$ cat src/rtl/serial_sub_pkg.sv
// Shared definitions for the bit-serial subtractor: FSM state encoding and
// the legal range of the WIDTH parameter.
package serial_sub_pkg;

   localparam logic [1:0] ST_IDLE = 2'd0;
   localparam logic [1:0] ST_RUN  = 2'd1;
   localparam logic [1:0] ST_DONE = 2'd2;

   localparam int WIDTH_MIN = 2;
   localparam int WIDTH_MAX = 16;

   typedef enum logic [1:0] {
      S_IDLE = ST_IDLE,
      S_RUN  = ST_RUN,
      S_DONE = ST_DONE
   } state_t;

endpackage

$ cat src/rtl/full_subtractor_bit.sv
// One-bit full subtractor cell: diff = x - y - bin, with borrow out.
module full_subtractor_bit (
   input  logic x,
   input  logic y,
   input  logic bin,
   output logic diff,
   output logic bout
);

   // Borrow is generated when y > x, or propagated when x == y.
   always_comb begin
      diff = x ^ y ^ bin;
      bout = (~x & y) | (~(x ^ y) & bin);
   end

endmodule

$ cat src/rtl/serial_subtractor.sv
// Bit-serial two's-complement subtractor d = a - b, one bit per clock, LSB
// first, with a start/done handshake.
// Optional feature: define SERIAL_SUB_OVF_EN to add the signed-overflow
// output ovf.
module serial_subtractor
   import serial_sub_pkg::*;
#(
   parameter int WIDTH = 4
) (
   input  logic             clk,
   input  logic             rst,
   input  logic             start,
   input  logic [WIDTH-1:0] a,
   input  logic [WIDTH-1:0] b,
   output logic             busy,
   output logic             done,
   output logic [WIDTH-1:0] d,
   output logic             bout
`ifdef SERIAL_SUB_OVF_EN
   ,
   output logic             ovf
`endif
);

   localparam int CW = $clog2(WIDTH);

   if (WIDTH < WIDTH_MIN || WIDTH > WIDTH_MAX) begin : g_width_check
      $error("serial_subtractor: WIDTH out of legal range 2..16");
   end

   state_t           state;
   logic [CW-1:0]    cnt;
   logic             br;
   logic [WIDTH-1:0] sh_a;
   logic [WIDTH-1:0] sh_b;
   // Holds the low WIDTH-1 result bits; the final bit goes straight into d.
   logic [WIDTH-2:0] res;
   logic             cell_diff;
   logic             cell_bout;
   logic             last_bit;
`ifdef SERIAL_SUB_OVF_EN
   logic             a_msb;
   logic             b_msb;
`endif

   full_subtractor_bit u_cell (
      .x    (sh_a[0]),
      .y    (sh_b[0]),
      .bin  (br),
      .diff (cell_diff),
      .bout (cell_bout)
   );

   assign last_bit = (cnt == CW'(WIDTH - 1));

   // Operand and partial-result shift registers (datapath, no reset needed).
   always_ff @(posedge clk) begin
      if (state == S_IDLE && start) begin
         sh_a <= a;
         sh_b <= b;
`ifdef SERIAL_SUB_OVF_EN
         a_msb <= a[WIDTH-1];
         b_msb <= b[WIDTH-1];
`endif
      end else if (state == S_RUN) begin
         sh_a <= sh_a >> 1;
         sh_b <= sh_b >> 1;
         res  <= (res >> 1) | ((WIDTH-1)'(cell_diff) << (WIDTH - 2));
      end
   end

   // Control FSM with registered handshake and result outputs.
   always_ff @(posedge clk) begin
      if (rst) begin
         state <= S_IDLE;
         busy  <= 1'b0;
         done  <= 1'b0;
         d     <= '0;
         bout  <= 1'b0;
         cnt   <= '0;
         br    <= 1'b0;
`ifdef SERIAL_SUB_OVF_EN
         ovf   <= 1'b0;
`endif
      end else begin
         case (state)
            S_IDLE: begin
               done <= 1'b0;
               if (start) begin
                  state <= S_RUN;
                  busy  <= 1'b1;
                  cnt   <= '0;
                  br    <= 1'b0;
               end
            end
            S_RUN: begin
               br <= cell_bout;
               if (last_bit) begin
                  state <= S_DONE;
                  done  <= 1'b1;
                  cnt   <= '0;
                  d     <= {cell_diff, res};
                  bout  <= cell_bout;
`ifdef SERIAL_SUB_OVF_EN
                  ovf   <= (a_msb != b_msb) && (cell_diff != a_msb);
`endif
               end else begin
                  cnt <= cnt + 1'b1;
               end
            end
            S_DONE: begin
               state <= S_IDLE;
               busy  <= 1'b0;
               done  <= 1'b0;
            end
            default: begin
               state <= S_IDLE;
               busy  <= 1'b0;
               done  <= 1'b0;
            end
         endcase
      end
   end

endmodule

$ cat config.mk
export PLATFORM = sky130hd
export DESIGN_NAME = serial_subtractor
export DESIGN_NICKNAME = d
export VERILOG_FILES = /design/src/rtl/serial_sub_pkg.sv /design/src/rtl/full_subtractor_bit.sv /design/src/rtl/serial_subtractor.sv
export SDC_FILE = /design/constraint.sdc
export NUM_CORES = 1
export LEC_CHECK = 0
export ABC_AREA = 1
export CORE_UTILIZATION = 45
export DETAILED_ROUTE_END_ITERATION = 8
export HOLD_SLACK_MARGIN = 0.15
export MAX_ROUTING_LAYER = met4
export PLACE_DENSITY_LB_ADDON = 0.15
export SYNTH_ARGS = -nofsm -noshare
export SYNTH_HDL_FRONTEND = slang
export SYNTH_SLANG_ARGS = --single-unit
$ cat constraint.sdc
create_clock -name clk -period 1.5 [get_ports clk]
set_input_delay 0.3 -clock clk [delete_from_list [all_inputs] [get_ports clk]]
set_output_delay 0.3 -clock clk [all_outputs]
set_load 0.02 [all_outputs]
==> results.txt <==
Status -> finished, final reports clean
Power, Total -> 1.15 mW
Largest net degree at the start of global routing -> 13
Hold Violations, Final -> 0
First-pass GRT wire length -> 2.56 mm
Via density -> 4.57
Worst Setup End Kind -> output port
Syn avg cell area -> 9.29 um^2
Fraction of layout cells with a size suffix above 1 -> 8.80%
Slowest stage delay, CP -> 0.35 ns
WHS -> 0.461 ns
Max-cap violations -> 0
Top post-synthesis cells by area -> edfxtp_1 (35%), dfxtp_1 (25%), nand2_1 (12%), inv_1 (5.9%), nand3_1 (5.3%)
Critical path class -> reg -> out
Final worst-path cycle share -> 85.5%
Setup Fix Bufs, Post-CTS -> 0
Leading area contributor after synthesis -> edfxtp_1
Final setup violation count -> 0
Clock power share -> 23.9%
Die area -> 2290 um^2
Ys Warns -> 0
Crit path time final -> 1.28 ns
Fill cells -> 195
# hold bufs at CTS -> 0
Core Rows -> 16
Worst Tran Pin Value -> 0.305 ns
Internal cell power -> 0.880 mW
Cells after Synth -> 102
CTS HTree Levels -> 1
Final Non-Filler Cells -> 152
Setup WS post-layout -> 0.217 ns
Setup tns final -> 0 ns
Overall Global Routing Usage -> 17.1%
CTS clk-pin slew, worst paths -> 0.11 ns
Per-cell routed wire length -> 11.1 um
Leak pwr -> 0.572 nW
Mapped Nets -> 115
Critical-path top delay cell -> dfxtp_1
Flop pwr share -> 63.9%
Largest delay share family, worst path -> flip-flops
Dpl cells -> 148
DR iter-0 viols -> 13
CP Max Fanout -> 2
Combinational share of power -> 12.2%
Worst-skew pair later-pin latency -> 0.30 ns
DRC Markers -> 0
Routed WL -> 1.69 mm
Antenna viol nets, final -> 0
Mapped cell area -> 947 um^2
Die Span Y -> 47.9 um
Share of the synthesized area in the top cell type -> 34.9%
Final GP Congestion -> 0.707
Core ar. -> 1960 um^2
Yosys cell types -> 16
Die Wd -> 47.9 um
Worst EP arrival -> 0.98 ns
Starting density of the core -> 48.3%
RSZ-0062 raised after global routing -> false
Longest Clk Path Bufs -> 2
Slew HR -> 79.6%
Worst path bufs/invs -> 1
Crit-path cells -> dlygate4sd2_1
Net switching power -> 0.269 mW
Worst Clk Skew -> 0.00639 ns
Total placed instance area -> 1170 um^2
P&R area growth vs syn -> 25.2%
Grt total ovfl -> 0
Vias in the first global route -> 608
Final net count -> 139
CP required -> 1.20 ns
Initial antenna violation count -> 0
TritonCTS clock tree -> built
Final core occ -> 60.5%
First-pass DRT Iterations -> 4
Seq cells post-synth -> 23
Num CTS Buffers -> 3
Final Cell Area -> 1190 um^2
Sink Count -> 23
Switching Fraction -> 23.4%
IR Drop Worst-Case VDD -> 0.000632 V
Number of port buffers -> 17
Min-Delay Path Class -> reg -> reg
CTS Root Cell -> clkbuf_4
I/O pin count -> 18
Startpoint Class -> register
Detailed placement HPWL -> 1.30 mm
Number of diodes -> 0
Max Slew Vio Count -> 0
Cell Pwr Density -> 969 nW/um^2
Resize count post-CTS -> 7
Max Freq -> 0.780 GHz
Dpl ws -> 0.0379 ns
Register area share after synthesis -> 60.2%
Vias -> 694
## power by group through the flow
| stage | sequential [mW] | combinational (mW) | clock [mW] |
|---|---|---|---|
| 6_report | 0.734 | 0.141 | 0.274 |
| 2_1_floorplan | 0.746 | 0.0779 | 0 |
| 4_1_cts | 0.736 | 0.144 | 0.289 |
| 3_5_place_dp | 0.750 | 0.145 | 0 |
| 5_1_grt | 0.740 | 0.158 | 0.314 |
| 3_3_place_gp | 0.747 | 0.138 | 0 |
## layout make-up
cell class                      count  area, um^2  area share, %
Sequential cell                    23         571           48.1
Tap cell                           27        33.8           2.85
Clock buffer                        4        26.3           2.22
Multi-Input combinational cell     63         315           26.6
Timing Repair Buffer               20         184           15.5
Inverter                           15        56.3           4.75
## worst paths after layout
check	from	end	slack, ns	cells past startpoint
min reg2reg	res[1]	res[0]	0.46	0
max reg2reg	state[1]	sh_b[0]	0.26	3
min	res[1]	res[0]	0.46	0
max	d[1]	d[1]	0.22	1
## routing by layer
metal | share of wire, % | wire [um] | vias to the layer above | global-route usage, %
li1 | - | - | 368 | -
met3 | 2.7 | 46 | 4 | 2.26
met1 | 43 | 725 | 311 | 20.6
met4 | 1.5 | 25 | 0 | 8.33
met5 | 0 | 0 | - | -
met2 | 53 | 893 | 11 | 28.1
## synthesized netlist by cell type
library cell / count
nand2_1: 30
inv_1: 15
dfxtp_1: 12
nor2_1: 12
edfxtp_1: 11
nand3_1: 10
a21oi_1: 2
nor2_2: 2
buf_2: 1
fa_1: 1
ha_1: 1
nand2_4: 1
nand3_4: 1
nor2_4: 1
o21a_1: 1
o21ai_1: 1
## cells in the final DEF (no fill, tap or decap)
master,netlist,routed
a21oi_1,2,2
buf_4,0,3
clkbuf_1,0,1
clkbuf_4,0,3
clkdlybuf4s50_1,0,10
dfxtp_1,12,12
dlygate4sd2_1,0,7
edfxtp_1,11,11
fa_1,1,1
ha_1,1,1
inv_1,15,15
nand2_1,30,30
nand2_4,1,1
nand3_1,10,10
nand3_4,1,1
nor2_1,12,12
nor2_2,2,2
nor2_4,1,1
o21a_1,1,1
o21ai_1,1,1
## cells by family (layout without fill, tap and decap cells)
| group | count (synthesis) | count (layout) | share of synthesized area (%) |
|---|---|---|---|
| buffers and inverters | 16 | 39 | 6.47 |
| adder cells (fa/ha/maj) | 2 | 2 | 3.43 |
| AND/OR/NAND/NOR | 57 | 57 | 27.5 |
| AO/OA/AOI/OAI | 4 | 4 | 2.38 |
| flip-flops | 23 | 23 | 60.2 |
## state kept, by name, indices dropped and copies added (netlist names)
signal  count
bout        1
br          1
busy        1
cnt         2
d           4
done        1
res         3
sh_a        4
sh_b        4
state       2
(Power assumes the default switching activity.)
